==> config.mk <==
export PLATFORM = sky130hd
export DESIGN_NAME = key_event_ctrl
export DESIGN_NICKNAME = d
export VERILOG_FILES = /design/src/rtl/key_event_pkg.sv /design/src/rtl/key_db_lane.sv /design/src/rtl/key_event_ctrl.sv
export SDC_FILE = /design/constraint.sdc
export NUM_CORES = 1
export LEC_CHECK = 0
export BUFFER_PORTS_ARGS = -buffer_cell sky130_fd_sc_hd__buf_2
export CORE_ASPECT_RATIO = 1.1
export CORE_MARGIN = 2
export CORE_UTILIZATION = 27
export CTS_BUF_LIST = sky130_fd_sc_hd__clkbuf_16
export DETAILED_ROUTE_END_ITERATION = 7
export GPL_ROUTABILITY_DRIVEN = 0
export PLACE_DENSITY_LB_ADDON = 0.2
export SYNTH_ARGS = -nofsm -noshare
export SYNTH_HDL_FRONTEND = slang
export SYNTH_SLANG_ARGS = --single-unit
==> constraint.sdc <==
create_clock -name clk_i -period 2.26 [get_ports clk_i]
set_clock_uncertainty 0.1 [all_clocks]
set_input_delay 0.452 -clock clk_i [delete_from_list [all_inputs] [get_ports clk_i]]
set_output_delay 0.452 -clock clk_i [all_outputs]
set_load 0.01 [all_outputs]
==> src/rtl/key_event_pkg.sv <==
// Shared types and elaboration-time helpers for the key event controller.
package key_event_pkg;

  localparam int KEY_ID_MAX_W = 4;

  typedef struct packed {
    logic [KEY_ID_MAX_W-1:0] id;
    logic                    evt_type;
  } key_evt_t;

  function automatic int key_id_w(input int num_keys);
    if (num_keys <= 1) begin
      return 1;
    end else begin
      return $clog2(num_keys);
    end
  endfunction

  // Number of stable synchronized cycles required, never below one.
  function automatic int db_cycles(input int glitch_ns, input int clk_mhz);
    int prod;
    prod = glitch_ns * clk_mhz;
    if (prod <= 1000) begin
      return 1;
    end else begin
      return (prod + 999) / 1000;
    end
  endfunction

endpackage

==> src/rtl/key_db_lane.sv <==
// One key lane: 2-flop synchronizer, stability counter, debounced level and edge strobe.
module key_db_lane #(
  parameter int DB_CYCLES = 5
) (
  input  logic clk_i,
  input  logic srst_n_i,
  input  logic key_i,
  output logic level_o,
  output logic edge_o
);

  localparam int CNT_W = (DB_CYCLES > 1) ? $clog2(DB_CYCLES) : 1;
  localparam logic [CNT_W-1:0] CNT_LAST = CNT_W'(DB_CYCLES - 1);

  logic             sync1_r;
  logic             sync2_r;
  logic [CNT_W-1:0] cnt_r;

  // Synchronize, then accept a new level only after DB_CYCLES consecutive differing samples.
  always_ff @(posedge clk_i) begin
    if (!srst_n_i) begin
      sync1_r <= 1'b0;
      sync2_r <= 1'b0;
      cnt_r   <= '0;
      level_o <= 1'b0;
      edge_o  <= 1'b0;
    end else begin
      sync1_r <= key_i;
      sync2_r <= sync1_r;
      edge_o  <= 1'b0;
      if (sync2_r == level_o) begin
        cnt_r <= '0;
      end else if (cnt_r == CNT_LAST) begin
        level_o <= sync2_r;
        cnt_r   <= '0;
        edge_o  <= 1'b1;
      end else begin
        cnt_r <= cnt_r + CNT_W'(1);
      end
    end
  end

endmodule

==> src/rtl/key_event_ctrl.sv <==
// Debounced key inputs feeding a round-robin arbitrated event FIFO.
// Build option: define KEY_RELEASE_EVT_EN to also queue release events.
module key_event_ctrl
  import key_event_pkg::*;
#(
  parameter int NUM_KEYS       = 4,
  parameter int CLK_FREQ_MHZ   = 5,
  parameter int GLITCH_TIME_NS = 1000,
  parameter int FIFO_DEPTH     = 4
) (
  input  logic                          clk_i,
  input  logic                          srst_n_i,
  input  logic [NUM_KEYS-1:0]           key_i,
  output logic [NUM_KEYS-1:0]           key_level_o,
  output logic                          evt_valid_o,
  output logic [key_id_w(NUM_KEYS)-1:0] evt_id_o,
  output logic                          evt_type_o,
  input  logic                          evt_ready_i,
  input  logic                          clr_ovf_i,
  output logic                          overflow_o
);

  localparam int KEY_ID_W  = key_id_w(NUM_KEYS);
  localparam int DB_CYCLES = db_cycles(GLITCH_TIME_NS, CLK_FREQ_MHZ);
  localparam int PTR_W     = $clog2(FIFO_DEPTH);
  localparam int CNT_W     = PTR_W + 1;
  localparam logic [CNT_W-1:0] FIFO_FULL = CNT_W'(FIFO_DEPTH);

  logic [NUM_KEYS-1:0] level_s;
  logic [NUM_KEYS-1:0] edge_s;
  logic [NUM_KEYS-1:0] evt_s;
  logic [NUM_KEYS-1:0] grant_s;
  logic [NUM_KEYS-1:0] pend_r;
  logic [NUM_KEYS-1:0] ptype_r;
  logic [KEY_ID_W-1:0] rr_start_r;
  logic [KEY_ID_W-1:0] cand_s;
  logic [KEY_ID_W-1:0] grant_idx_s;
  logic                grant_vld_s;
  logic                loss_s;
  logic                push_s;
  logic                pop_s;
  key_evt_t            mem_r [FIFO_DEPTH];
  key_evt_t            push_data_s;
  key_evt_t            head_nxt_s;
  logic [PTR_W-1:0]    wr_ptr_r;
  logic [PTR_W-1:0]    rd_ptr_r;
  logic [PTR_W-1:0]    rd_ptr_nxt_s;
  logic [CNT_W-1:0]    count_r;
  logic [CNT_W-1:0]    count_nxt_s;

  for (genvar i = 0; i < NUM_KEYS; i++) begin : g_lane
    key_db_lane #(
      .DB_CYCLES(DB_CYCLES)
    ) u_lane (
      .clk_i   (clk_i),
      .srst_n_i(srst_n_i),
      .key_i   (key_i[i]),
      .level_o (level_s[i]),
      .edge_o  (edge_s[i])
    );
  end

  assign key_level_o = level_s;

`ifdef KEY_RELEASE_EVT_EN
  assign evt_s = edge_s;
`else
  assign evt_s = edge_s & level_s;
`endif

  // Round-robin pick of one pending lane, only while the registered count leaves room.
  always_comb begin
    grant_vld_s = 1'b0;
    grant_idx_s = '0;
    cand_s      = '0;
    grant_s     = '0;
    if (count_r < FIFO_FULL) begin
      for (int k = 0; k < NUM_KEYS; k++) begin
        cand_s = KEY_ID_W'((int'(rr_start_r) + k) % NUM_KEYS);
        if (!grant_vld_s && pend_r[cand_s]) begin
          grant_vld_s = 1'b1;
          grant_idx_s = cand_s;
        end else begin
          grant_vld_s = grant_vld_s;
        end
      end
    end else begin
      grant_vld_s = 1'b0;
    end
    grant_s[grant_idx_s] = grant_vld_s;
  end

  // An event on a lane still holding an ungranted one is lost.
  assign loss_s = |(evt_s & pend_r & ~grant_s);

  // Pending flags, round-robin pointer and sticky overflow.
  always_ff @(posedge clk_i) begin
    if (!srst_n_i) begin
      pend_r     <= '0;
      ptype_r    <= '0;
      rr_start_r <= '0;
      overflow_o <= 1'b0;
    end else begin
      for (int i = 0; i < NUM_KEYS; i++) begin
        if (evt_s[i] && (!pend_r[i] || grant_s[i])) begin
          pend_r[i]  <= 1'b1;
          ptype_r[i] <= ~level_s[i];
        end else if (grant_s[i]) begin
          pend_r[i] <= 1'b0;
        end else begin
          pend_r[i] <= pend_r[i];
        end
      end
      if (grant_vld_s) begin
        rr_start_r <= (grant_idx_s == KEY_ID_W'(NUM_KEYS - 1)) ? '0 : grant_idx_s + KEY_ID_W'(1);
      end else begin
        rr_start_r <= rr_start_r;
      end
      if (loss_s) begin
        overflow_o <= 1'b1;
      end else if (clr_ovf_i) begin
        overflow_o <= 1'b0;
      end else begin
        overflow_o <= overflow_o;
      end
    end
  end

  assign push_s      = grant_vld_s;
  assign pop_s       = evt_valid_o & evt_ready_i;
  assign push_data_s = {KEY_ID_MAX_W'(grant_idx_s), ptype_r[grant_idx_s]};

  // Next head of queue, so the output fields can be registered.
  always_comb begin
    rd_ptr_nxt_s = rd_ptr_r + PTR_W'(pop_s);
    count_nxt_s  = count_r + CNT_W'(push_s) - CNT_W'(pop_s);
    head_nxt_s   = '0;
    if (count_nxt_s == '0) begin
      head_nxt_s = '0;
    end else if (push_s && (wr_ptr_r == rd_ptr_nxt_s)) begin
      head_nxt_s = push_data_s;
    end else begin
      head_nxt_s = mem_r[rd_ptr_nxt_s];
    end
  end

  // Event FIFO storage, pointers and registered head outputs.
  always_ff @(posedge clk_i) begin
    if (!srst_n_i) begin
      for (int d = 0; d < FIFO_DEPTH; d++) begin
        mem_r[d] <= '0;
      end
      wr_ptr_r    <= '0;
      rd_ptr_r    <= '0;
      count_r     <= '0;
      evt_valid_o <= 1'b0;
      evt_id_o    <= '0;
      evt_type_o  <= 1'b0;
    end else begin
      if (push_s) begin
        mem_r[wr_ptr_r] <= push_data_s;
        wr_ptr_r        <= wr_ptr_r + PTR_W'(1);
      end else begin
        wr_ptr_r <= wr_ptr_r;
      end
      rd_ptr_r    <= rd_ptr_nxt_s;
      count_r     <= count_nxt_s;
      evt_valid_o <= (count_nxt_s != '0);
      evt_id_o    <= KEY_ID_W'(head_nxt_s.id);
      evt_type_o  <= head_nxt_s.evt_type;
    end
  end

endmodule
======== Word-level counts from Yosys, hierarchy flattened ========
Memories as Yosys holds them, arrays and structs flattened. A register that Yosys moved wholly into a read port is not among the register bits.
Index checks and enable logic that the tools add are counted.
operators by class
  $add $sub $neg .......................... 12
  multipliers ............................. 0
  div/mod/pow operators ................... 0
  $lt $le $gt $ge ......................... 7
  equality and inequality tests ........... 9
  shifts and indexed selects .............. 0
  mux-type cells .......................... 47
  bitwise gates (word level) .............. 15
  reduce and logical (&&, ||, !) cells .... 41
operators with widths
  operator                                                     count
  two-way mux 1 bit                                            33
  bitwise AND 4 bit                                            4
  less-than comparator 2 x 3 -> 1 bit (second input constant)  5
  OR reduction 3 bit                                           5
  two-way mux 2 bit                                            7
  adder 3 x 1 -> 3 bit (second input constant)                 4
  == test 3 bit (second input constant)                        4
  binary-select mux 1 bit (select 2 bit)                       5
  nonzero test 2 bit                                           5
  OR reduction 2 bit                                           5
  inverter 1 bit                                               9
  logical AND 1 bit                                            8
  AND reduction 2 bit                                          4
  zero test 1 bit                                              7
  adder 2 x 1 -> 2 bit (second input constant)                 3
  adder 2 bit (second input constant)                          2
  == test 1 bit                                                4
  logical OR 1 bit                                             4
  inverter 4 bit                                               1
  OR reduction 4 bit                                           1
  adder 3 x 1 -> 3 bit                                         1
  zero test 3 bit                                              1
  less-than comparator 3 bit (second input constant)           1
  two-way mux 3 bit                                            1
  7 further kinds                                              7
word-level totals
  register bits ........................... 47
  latch bits .............................. 0
  RAM bits ................................ 12
  memory bits (read-only) ................. 0
  bits of input ports ..................... 8
  output and inout port bits .............. 9
  word-level logic and storage cells ...... 166
  memories ................................ 1
memory list
  name   depth  width  rd ports  clocked after memory_dff  write ports  RTL line              source
  mem_r  4      3      1         1                         4            key_event_ctrl.sv:42  key_evt_t mem_r [FIFO_DEPTH];

======== Depth between registers and ports, before layout ========
Gate-level depths: netlist of run 1.
  depth after elaboration ................. 25
  mapped depth ............................ 12
  depth with buffers taken out ............ 11

======== Modules after synthesis ========
A second synthesis of run 1 with hierarchy kept.
second synthesis, totals
  cell total of the unflattened synthesis .. 262
  area, all modules ....................... 2776.4 sq um
by module, submodules not included
  module          instances  cells an instance  area each (sq um)  seq. area each (sq um)
  key_event_ctrl  1          162                1685.4             800.8
  key_db_lane     4          25                 272.8              140.1

======== Least setup slack after synthesis of run 1 ========
Ideal clock, no wire load.
  path kind ............................... input port to flip-flop
  start point ............................. in evt_ready_i
  end point ............................... reg evt_type_o
  setup time .............................. 73 ps
  arrival ................................. 2102 ps
  data required time ...................... 2087 ps
  setup slack ............................. -15 ps
  cell stages on the path ................. 11
  buffers on the path ..................... 0
  path through ............................ and2_1 > ha_1 > inv_1 > ha_1 > fa_1 > xnor2_1 > nor3_1 > nand2b_1 > inv_1 > nand4_1 > o22ai_2
on the way
  longest elaborated chain between the ends .. 4
  elaborated cells on any way between the ends .. 5
  classes of those cells .................. 2 x add/sub; 1 x bitwise; 2 x reduce/logical
ends and longest elaborated chain
  item                          RTL line               source
  start, declared               key_event_ctrl.sv:18   input logic evt_ready_i,
  bitwise AND 1 bit (*)         key_event_ctrl.sv:130  assign pop_s = evt_valid_o & evt_ready_i;
  subtractor 3 x 1 -> 3 bit     key_event_ctrl.sv:136  count_nxt_s = count_r + CNT_W'(push_s) - CNT_W'(pop_s);
  zero test 3 bit               key_event_ctrl.sv:138  if (count_nxt_s == '0) begin
  OR reduction 2 bit (no line)  -
  end signal, assigned          key_event_ctrl.sv:170  evt_type_o <= head_nxt_s.evt_type;
  end, declared                 key_event_ctrl.sv:17   output logic evt_type_o,
Mark *: on every way between the ends. The rest lies on a longest branch, timed or not.
A chain may end at the register's enable or synchronous reset.

======== Worst setup path after layout of run 1 ========
  start point ............................. reg pend_r[1]
  end point ............................... reg overflow_o
on the way
  longest elaborated chain between the ends .. 25
  elaborated cells on any way between the ends .. 39
  classes of those cells .................. 2 x order compare; 24 x mux; 4 x bitwise; 9 x reduce/logical
ends and longest elaborated chain
  item                                                            RTL line               source
  start, declared                                                 key_event_ctrl.sv:33   logic [NUM_KEYS-1:0] pend_r;
  start signal, assigned by index                                 key_event_ctrl.sv:111  pend_r[i] <= pend_r[i];
  binary-select mux 1 bit (select 2 bit)                          key_event_ctrl.sv:80   if (!grant_vld_s && pend_r[cand_s]) begin
  two-way mux 1 bit (implied by the code)                         key_event_ctrl.sv:80
  two-way mux 1 bit                                               key_event_ctrl.sv:80
  two-way mux 1 bit                                               key_event_ctrl.sv:77   if (count_r < FIFO_FULL) begin
  zero test 1 bit                                                 key_event_ctrl.sv:80
  logical AND 1 bit                                               key_event_ctrl.sv:80
  two-way mux 1 bit                                               key_event_ctrl.sv:80
  two-way mux 1 bit                                               key_event_ctrl.sv:77
  (+9 left out)                                                   -
  logical AND 1 bit (implied by the code)                         key_event_ctrl.sv:90   grant_s[grant_idx_s] = grant_vld_s;
  two-way mux 1 bit (implied by the code)                         key_event_ctrl.sv:90
  demux 1 bit (select 2 bit)                                      key_event_ctrl.sv:90
  bitwise AND 4 bit (no line)                                     -
  inverter 4 bit                                                  key_event_ctrl.sv:94   assign loss_s = |(evt_s & pend_r & ~grant_s);
  bitwise AND 4 bit (*)                                           key_event_ctrl.sv:94
  OR reduction 4 bit (*)                                          key_event_ctrl.sv:94
  two-way mux 1 bit / nonzero test 2 bit (equally long branches)  -
  end signal, assigned                                            key_event_ctrl.sv:124  overflow_o <= overflow_o;
  end, declared                                                   key_event_ctrl.sv:20   output logic overflow_o
Mark *: on every way between the ends. The rest lies on a longest branch, timed or not. The select of a mux whose other input is x is not followed.

==> results of run 1 <==
[worst max-delay path: stages (launching register included)]
cell and delay [ns]:
dfxtp_4 0.38, nand4bb_1 0.16, buf_4 0.13, a21boi_2 0.04
a311o_1 0.37, inv_2 0.10, ha_4 0.13, inv_2 0.03
o21ai_2 0.12, o22ai_1 0.09, a21oi_1 0.16, o221a_1 0.21
nor2_1 0.04
[final timing paths]
kind	from	endpoint	slack [ns]	cells past startpoint
worst max-delay path	pend_r[1]$_SDFFE_PN0P_	overflow_o$_SDFFE_PN0P_	0.07	12
worst min-delay path	key_i[1]	g_lane[1].u_lane.sync1_r$_SDFF_PN0_	0.23	2
worst max register to register	pend_r[1]$_SDFFE_PN0P_	overflow_o$_SDFFE_PN0P_	0.07	12
worst min register to register	g_lane[0].u_lane.sync1_r$_SDFF_PN0_	g_lane[0].u_lane.sync2_r$_SDFF_PN0_	0.33	1
[cell families (layout without fill, tap and decap cells)]
group                    count (synthesis)  after routing  synth area share
flip-flops                              62             62             0.504
adder cells (fa/ha/maj)                 14             14            0.0677
buffers and inverters                   33             81            0.0556
AO/OA/AOI/OAI                           35             35            0.0853
multiplexers                            13             13            0.0639
XOR/XNOR                                 9              9            0.0292
AND/OR/NAND/NOR                        108            108             0.194
[layer usage]
layer / global-route usage / part of all wire / wire [µm] / vias up
met5: 0 / 0 / 0 / -
met4: 0.0587 / 0.018 / 97 / 0
met3: 0.0327 / 0.033 / 174 / 8
met2: 0.180 / 0.49 / 2610 / 24
met1: 0.128 / 0.46 / 2420 / 898
li1: - / - / - / 1005
[cells in the mapped netlist (all sizes together), types with 3 or more instances]
library cell,count
nor3b,3
and2,21
mux2i,9
edfxtp,12
inv,21
o21ai,5
nand2,29
buf,8
xor2,7
nand3,6
mux4,3
a31oi,5
clkbuf,4
a21oi,14
nand2b,3
nor2,35
ha,13
dfxtp,50
[per-stage QoR]
| step | cell area [µm²] | setup TNS (ns) | util |
|---|---|---|---|
| 5_1_grt | 3500 | -0.0238 | 0.357 |
| 3_3_place_gp | 3040 | -0.578 | 0.310 |
| 4_1_cts | 3380 | -0.00328 | 0.345 |
| 6_report | 3500 | 0 | 0.357 |
| 3_5_place_dp | 3040 | -0.678 | 0.310 |
| 2_1_floorplan | 2700 | 0 | - |
[flip-flops by register name, summed over array words and instances, names as in the netlist]
register,flops
g_lane.u_lane.sync1_r,4
g_lane.u_lane.cnt_r,12
ptype_r,4
evt_type_o,1
g_lane.u_lane.level_o,4
rr_start_r,2
g_lane.u_lane.edge_o,4
rd_ptr_r,2
pend_r,4
overflow_o,1
evt_valid_o,1
wr_ptr_r,2
mem_r,12
g_lane.u_lane.sync2_r,4
count_r,3
evt_id_o,2
[area by class of cell]
cell class | count | area (µm²) | share of cell area
tap | 120 | 150 | 0.0429
timing repair buffer | 44 | 290 | 0.0830
clock buffer | 9 | 225 | 0.0644
inverter | 21 | 78.8 | 0.0225
multi-input combinational | 179 | 1310 | 0.376
sequential | 62 | 1380 | 0.395
clock inverter | 7 | 57.6 | 0.0165
[power by group through the flow]
stage / combinational [mW] / sequential [mW] / clock [mW]
finish: 0.455 / 1.22 / 1.31
global route: 0.514 / 1.23 / 1.40
CTS: 0.388 / 1.22 / 1.35
detailed placement: 0.386 / 1.24 / 0
global placement: 0.379 / 1.24 / 0
floorplan: 0.242 / 1.25 / 0
[repair_timing]
item	4_1_cts	5_1_grt
buffers inserted	3	1
resized for setup	12	28
pin swaps	5	11
hold endpoints to repair	0	0
setup endpoints to repair	1	4
hold buffers	0	0
==> impl_results.md, run 1 <==
* Layout area overhead at 29.5%
* WL/cell at 12.0 µm
* Largest net degree at the start of global routing at 25
* Leading area contributor after synthesis: dfxtp_1
* Die H at 109 µm
* Setup CP Type: flop to flop
* Synth warn at 0
* Seq cells post-synth at 62
* Clk slew on worst S/H paths at 0.05 ns
* Placed Instances at ~420
* Die width at slightly below 100 µm
* Avg Inst Size Synth at 9.85 µm²
* Final #Nets at 339
* Fillers at 1001
* Core region area at slightly below 0.01 mm²
* Finished Layout Cells at 442
* Lkg Pwr at 1.45 nW
* Max Cap Viol at 0
* Pwr Total at 2.98 mW
* Final min period at ~2.2 ns
* Worst Path Max Fanout at 6
* CTS tree: yes
* DIE AREA at 0.0108 mm²
* Total Routing Usage GR at 0.109
* Clk buf depth at 2
* Diode count at 0
* Register area share after synthesis at 0.504
* Post-Syn Area at 0.00270 mm²
* Clock Sinks at 62
* I/O Pins at 17
* Top post-synthesis cells by area: dfxtp_1 (37%), edfxtp_1 (13%), ha_1 (6.0%)
* Pre-CTS WS at -0.218 ns
* Worst hold path class: input port to flop
* Commonest non-fill, non-tap cells in the layout: dfxtp_1 (42), nor2_1 (33), nand2_1 (29)
* Unique masters post-synth at 44
* Asr flop ratio synth at 0
* Finish-stage setup viols at 0
* Vias at between 1.5k and 2k
* Setup repair after global routing missed its margin: yes
* Ys flop type: dfxtp_1
* Flop pwr share at 0.410
* Status: finished clean
* First-pass GRT wire length at ~9 mm
* Hold_ws at 0.231 ns
* Clk root buf: clkbuf_16
* Site row count at 38
* Vias in the first global route at approximately 1.9k
* Comb power frac at 0.153
* PwrDens at 853 mW/mm²
* Vias/cell at 4.38
* Synth top area share at 0.371
* Clock latency at the later pin of the worst-skew pair at 0.32 ns
* Number of port buffers at 16
* Most common cell after layout, fill and taps aside: dfxtp_1
* Max Slew Vio Count at 0
* Post-DP HPWL at around 3.7 mm
* Setup crit start kind: flop
* DRC viols at 0
* Initial antenna violation count at 0
* Internal at 2.28 mW
* Final ANT Viol Nets at 0
* Share of layout cells above drive strength 1 at 0.289
* DRT iter0 DRCs at 60
* Initial Util at 0.276
* VDD IR max at 0.000342 V
* Setup ws final at about 0.075 ns
* GRT Residual Overflow at 0
* CTS buffer count at 9
* H-Tree Level Count at 3
* Crit share post-route at 0.967
* Net Sw Frac at 0.237
* DRT Pass-1 Iters at 4
* Syn nets at 296
* Critical path required time at 2.37 ns
* NetSw at 708 µW
* Arr. time, crit path at 2.30 ns
* Cells after Synth at between 200 and 300
* Relative slew slack at 0.808
* Worst slew pin tran at 0.284 ns
* F_max at between 0.4 and 0.5 GHz
* Wirelength, routed at roughly 5.3 mm
* Post-synth EDFFs at 12
* Final Hold Viols at 0
* Crit. End Element: flop
* Clock network power share at 0.438
Note: power is estimated with default switching activity, not from simulation.
==> run 2: changes to the inputs <==
- MAX_ROUTING_LAYER: unset -> met4
==> run 2 against run 1 <==
Effect of this change: register-to-register slack about the same; via count about the same; sequential power about the same; fmax about the same; utilization unchanged; critical endpoint unchanged; global-route usage up 0.33 points; clock-buffer cell count unchanged; wire length up 0.38%; highest routed layer unchanged; largest power group unchanged; sequential share of layout area unchanged; critical path depth unchanged.
==> impl_results.md, run 2 (synthesis results as in run 1) <==
* Clk buf depth at 2 (unchanged)
* Share of layout cells above drive strength 1 at 0.289 (unchanged)
* Reg2Reg Depth at 12 (unchanged)
* Comb power frac at 0.152 (about the same)
* Final ANT Viol Nets at 0 (unchanged)
* Final #Nets at 339 (unchanged)
* I/O Pins at 17 (unchanged)
* Crit share post-route at 0.967 (about the same)
* Clock network power share at 0.438 (about the same)
* Setup repair after global routing missed its margin: yes
* Pwr Total at 2.99 mW (about the same)
* Worst Path Max Fanout at 6 (unchanged)
* CTS tree: yes
* DIE AREA at 0.0108 mm² (unchanged)
* PwrDens at 854 mW/mm² (about the same)
* Total Routing Usage GR at 0.112 (+0.00331)
* Layout area overhead at 29.5% (unchanged)
* Hold Crit Start: key_i[1]
* Clock Sinks at 62 (unchanged)
* CTS buffer count at 9 (unchanged)
* Clk root buf: clkbuf_16
* Post-DP HPWL at 3.70 mm (unchanged)
* H-Tree Level Count at 3 (unchanged)
* DRC viols at 0 (unchanged)
* Vias at 1934 (-0.052%)
* Most common cell after layout, fill and taps aside: dfxtp_1
* R2R Setup Slk at 0.07 ns (about the same)
* Lkg Pwr at 1.45 nW (unchanged)
* Reg2reg start: pend_r[1]$_SDFFE_PN0P_
* Initial Util at 0.276 (unchanged)
* Hold path cells at 2 (unchanged)
* Hold endpoint: g_lane[1].u_lane.sync1_r$_SDFF_PN0_
* Diode count at 0 (unchanged)
* Worst r2r dst: overflow_o$_SDFFE_PN0P_
* Site row count at 38 (unchanged)
* Initial antenna violation count at 0 (unchanged)
* F_max at 0.457 GHz (about the same)
* Relative slew slack at 0.808 (about the same)
* Final min period at 2.19 ns (+0.00148 ns)
* Vias in the first global route at 1914 (+0.10%)
* Worst slew pin tran at 0.285 ns (+0.000722 ns)
* Setup crit start kind: flop
* DRT Pass-1 Iters at 4 (unchanged)
* Arr. time, crit path at 2.30 ns (about the same)
* Flop pwr share at 0.409 (about the same)
* Vias/cell at 4.38 (about the same)
* Largest regs: g_lane.u_lane.cnt_r: 12 flops, mem_r: 12 flops
* WL/cell at 12.0 µm (+0.38%)
* GRT Residual Overflow at 0 (unchanged)
* Max Cap Viol at 0 (unchanged)
* Core region area at 0.00979 mm² (unchanged)
* Net Sw Frac at 0.238 (+0.000711)
* Final core utilization at 0.357 (unchanged)
* Setup CP Type: flop to flop
* Commonest non-fill, non-tap cells in the layout: dfxtp_1 (42), nor2_1 (33), nand2_1 (29)
* Internal at 2.28 mW (about the same)
* Die H at 109 µm (unchanged)
* Clk slew on worst S/H paths at 0.05 ns (about the same)
* Clock latency at the later pin of the worst-skew pair at 0.33 ns (about the same)
* Wirelength, routed at 5.32 mm (+0.38%)
* Max Slew Vio Count at 0 (unchanged)
* First-pass GRT wire length at 8.98 mm (+0.14%)
* Largest net degree at the start of global routing at 25 (unchanged)
* DRT iter0 DRCs at 62 (+3.3%)
* Number of port buffers at 16 (unchanged)
* CTS Hold Bufs at 0 (unchanged)
* Fillers at 1001 (unchanged)
* NetSw at 710 µW (+0.38%)
* Critical path required time at 2.37 ns (about the same)
* VDD IR max at 0.000343 V (+0.23%)
* Crit. End Element: flop
* Final Hold Viols at 0 (unchanged)
* Finish-stage setup viols at 0 (unchanged)
* Worst hold path class: input port to flop
* Status: finished clean
* Die width at 99.3 µm (unchanged)
## run 2: cell counts in the layout (fill, tap and decap cells not counted)
Identical to the previous run, type by type.
## run 2: cell type report
cell class              instances  area, µm²  area share
inverters                      21       78.8      0.0225
flip-flops and latches         62       1380       0.395
repair buffers                 44        290      0.0830
clock buffers                   9        225      0.0644
multi-input cells             179       1310       0.376
clock inverters                 7       57.6      0.0165
well taps                     120        150      0.0429
## run 2: power groups by stage
| stage | Combinational (mW) | Sequential, mW | Clock (mW) |
|---|---|---|---|
| floorplan | 0.242 | 1.25 | 0 |
| global placement | 0.379 | 1.24 | 0 |
| detailed placement | 0.386 | 1.24 | 0 |
| CTS | 0.388 | 1.22 | 1.35 |
| global route | 0.514 | 1.23 | 1.40 |
| finish | 0.455 | 1.22 | 1.31 |
## run 2: stage by stage
step / worst slack, ns / hold WS [ns] / setup TNS (ns) / std cells / instance area (µm²)
2_1_floorplan: 0.00241 / 0.311 / 0 / 274 / 2700
3_3_place_gp: -0.155 / 0.315 / -0.578 / 422 / 3040
3_5_place_dp: -0.218 / 0.322 / -0.678 / 422 / 3040
4_1_cts: -0.00328 / 0.217 / -0.00328 / 441 / 3380
5_1_grt: -0.0128 / 0.230 / -0.0237 / 442 / 3500
6_report: 0.0735 / 0.230 / 0 / 442 / 3500
## run 2: worst max path at each step
stage / to / startpoint / slack (ns) / depth (start not counted)
finish: overflow_o$_SDFFE_PN0P_ / pend_r[1]$_SDFFE_PN0P_ / 0.07 / 12
CTS: overflow_o$_SDFFE_PN0P_ / rr_start_r[1]$_SDFFE_PN0P_ / -0.003 / 11
detailed placement: evt_type_o$_SDFF_PP0_ / evt_ready_i / -0.22 / 12
global placement: overflow_o$_SDFFE_PN0P_ / pend_r[1]$_SDFFE_PN0P_ / -0.15 / 11
global route: evt_type_o$_SDFF_PP0_ / evt_valid_o$_SDFF_PN0_ / -0.01 / 11
floorplan: evt_type_o$_SDFF_PP0_ / evt_ready_i / 0.002 / 11
## run 2: critical path, cell delays in order (launching register included)
cell and delay [ns]:
dfxtp_4 0.38, nand4bb_1 0.16, buf_4 0.13, a21boi_2 0.04, a311o_1 0.37, inv_2 0.10
ha_4 0.13, inv_2 0.03, o21ai_2 0.12, o22ai_1 0.09, a21oi_1 0.16, o221a_1 0.21
nor2_1 0.04
## run 2: what timing repair did
| action | in CTS | in global routing |
|---|---|---|
| resized for setup | 12 | 28 |
| endpoints found under the setup margin | 1 | 4 |
| setup buffers | 3 | 1 |
| pin swaps | 5 | 11 |
## run 2: per-layer routing
layer / part of all wire / vias up / GRT usage
li1: - / 1005 / -
met1: 0.46 / 896 / 0.128
met2: 0.49 / 25 / 0.180
met3: 0.036 / 8 / 0.0327
met4: 0.017 / 0 / 0.0587
met5: 0 / - / -
==> run 3: changes to the inputs <==
==> constraint.sdc (replaced) <==
create_clock -name clk_i -period 2.26 [get_ports clk_i]
set_clock_uncertainty 0.1 [all_clocks]
set_input_delay 0.113 -clock clk_i [delete_from_list [all_inputs] [get_ports clk_i]]
set_output_delay 0.113 -clock clk_i [all_outputs]
set_load 0.01 [all_outputs]
==> run 3 against run 2 <==
Effect of this change: worst hold slack worse by 0.20 ns; sequential power about the same; largest power group unchanged; setup slack gained 0.033 ns; first-iteration DRC count decreased by 37%; via count rose by 0.41%; critical path depth shrank 2.
==> impl_results.md, run 3 (synthesis results as in run 1) <==
* Hold path cells at 3 (+1)
* Core region area at 0.00979 mm² (unchanged)
* Wirelength, routed at 5.17 mm (-2.8%)
* Clock Sinks at 62 (unchanged)
* Commonest non-fill, non-tap cells in the layout: dfxtp_1 (44), nor2_1 (33), nand2_1 (29)
* Largest regs: g_lane.u_lane.cnt_r: 12 flops, mem_r: 12 flops
* Setup CP Type: flop to flop
* DIE AREA at 0.0108 mm² (unchanged)
* Worst hold path class: input port to flop
* Slowest-stage cell, CP: fa_2
* Die H at 109 µm (unchanged)
* Initial antenna violation count at 0 (unchanged)
* Clock latency at the later pin of the worst-skew pair at 0.32 ns (about the same)
* DRC viols at 0 (unchanged)
* DRT iter0 DRCs at 39 (-37%)
* Relative slew slack at 0.777 (-0.0315)
* Lkg Pwr at 1.43 nW (-1.5%)
* Clock network power share at 0.465 (+0.027)
* R2R Setup Slk at 0.11 ns (+0.03 ns)
* Crit-path cells: and2_1 > ha_1 > inv_1 > ha_2 > fa_2 > nor3_2 > nand2b_4 > inv_2 > nand4_1 > o22ai_2
* CTS tree: yes
* Clk buf depth at 2 (unchanged)
* CTS buffer count at 9 (unchanged)
* DRT Pass-1 Iters at 4 (unchanged)
* Layout area overhead at 26.3%
* H-Tree Level Count at 3 (unchanged)
* First-pass GRT wire length at 9.09 mm (+1.2%)
* Finish-stage setup viols at 0 (unchanged)
* Clk slew on worst S/H paths at 0.05 ns (about the same)
* Max Cap Viol at 0 (unchanged)
* Number of port buffers at 16 (unchanged)
* Final Hold Viols at 0 (unchanged)
* PwrDens at 914 mW/mm² (+7.1%)
* Crit. End Element: flop
* Pwr Total at 3.12 mW (+4.4%)
* Final min period at 2.15 ns (-0.0332 ns)
* Diode count at 0 (unchanged)
* Initial Util at 0.276 (unchanged)
* I/O Pins at 17 (unchanged)
* Vias at 1942 (+0.41%)
* Setup TNS at 0 ns (unchanged)
* NetSw at 721 µW (+1.5%)
* Internal at 2.40 mW (+5.3%)
* Clk root buf: clkbuf_16
* Largest stage delay, worst path at 0.45 ns (+0.07 ns)
* Share of layout cells above drive strength 1 at 0.236 (-0.0530)
* Comb power frac at 0.146 (-0.006)
* Post-CTS setup buffer count at 0 (-3)
* Largest net degree at the start of global routing at 16 (-36%)
* Post-DP HPWL at 3.71 mm (+0.22%)
* WL/cell at 11.8 µm (-1.9%)
* Critical path required time at 2.37 ns (about the same)
* Max Slew Vio Count at 0 (unchanged)
* Total Routing Usage GR at 0.112 (-0.000543)
* Final #Nets at 335 (-1.2%)
* Worst Path Max Fanout at 3 (-3)
* Die width at 99.3 µm (unchanged)
* Final ANT Viol Nets at 0 (unchanged)
* Setup crit start kind: flop
* VDD IR max at 0.000342 V (-0.20%)
* Reg2Reg Depth at 10 (-2)
* Site row count at 38 (unchanged)
* Flop pwr share at 0.389 (-0.020)
* Net Sw Frac at 0.231 (-0.00660)
* Vias/cell at 4.43 (+1.3%)
* Fillers at 1034 (+3.3%)
* F_max at 0.464 GHz (+1.5%)
* Setup repair after global routing missed its margin: no
* Vias in the first global route at 1959 (+2.4%)
* Status: finished clean
* Crit share post-route at 0.953 (-0.0147)
* Final core utilization at 0.348 (-0.00894)
* Most common cell after layout, fill and taps aside: dfxtp_1
* GRT Residual Overflow at 0 (unchanged)
* Worst slew pin tran at 0.330 ns (+0.0451 ns)
* Arr. time, crit path at 2.26 ns (-0.04 ns)
run 3: power by group through the flow:
stage,Clock [mW],Combinational [mW],Sequential (mW)
2_1_floorplan,0,0.242,1.25
3_3_place_gp,0,0.391,1.24
3_5_place_dp,0,0.392,1.24
4_1_cts,1.49,0.400,1.21
5_1_grt,1.53,0.505,1.22
6_report,1.45,0.455,1.21
run 3: area by class of cell:
| cell class | count | area [µm²] | share of cell area |
|---|---|---|---|
| Tap cell | 120 | 150 | 0.0440 |
| Sequential cell | 62 | 1370 | 0.401 |
| Multi-Input combinational cell | 179 | 1230 | 0.360 |
| Timing Repair Buffer | 40 | 270 | 0.0793 |
| Clock buffer | 9 | 225 | 0.0661 |
| Inverter | 21 | 78.8 | 0.0231 |
| Clock inverter | 7 | 90.1 | 0.0264 |
run 3: critical path, delay by kind of cell (launching register included):
kind | cells | cell delay [ns]
buffers and inverters | 2 | 0.10
adder cells (fa/ha/maj) | 3 | 0.89
flip-flops | 1 | 0.30
AO/OA/AOI/OAI | 1 | 0.06
AND/OR/NAND/NOR | 4 | 0.58
run 3: per-stage QoR:
step | instance area (µm²) | hold WS (ns) | instances | worst slack [ns]
after global routing | 3410 | 0.0350 | 438 | 0.000777
after detailed placement | 3010 | 0.223 | 418 | 0.0126
after global placement | 3010 | 0.223 | 418 | 0.0311
after floorplan | 2700 | 0.140 | 274 | 0.0284
after CTS | 3360 | 0.0106 | 438 | 0.00319
final | 3410 | 0.0252 | 438 | 0.107
run 3: final timing paths:
kind,end,start
worst max register to register,evt_type_o$_SDFF_PP0_,evt_valid_o$_SDFF_PN0_
worst min-delay path,evt_valid_o$_SDFF_PN0_,srst_n_i
worst min register to register,ptype_r[0]$_SDFFE_PN0P_,ptype_r[0]$_SDFFE_PN0P_
worst max-delay path,evt_type_o$_SDFF_PP0_,evt_valid_o$_SDFF_PN0_
run 3: what timing repair did:
item | CTS | global route
pin swaps | 1 | 6
endpoints found under the setup margin | 1 | 8
gates resized for setup | 0 | 17
hold buffers | 4 | 0
hold endpoints to repair | 4 | 0
run 3: metal layers:
| layer | track usage | share of wire | vias up | wire (µm) |
|---|---|---|---|---|
| met5 | - | 0 | - | 0 |
| met4 | 0.0411 | 0.010 | 0 | 53 |
| met3 | 0.0365 | 0.034 | 6 | 174 |
| met2 | 0.188 | 0.50 | 21 | 2570 |
| met1 | 0.124 | 0.46 | 913 | 2370 |
| li1 | - | - | 1002 | - |
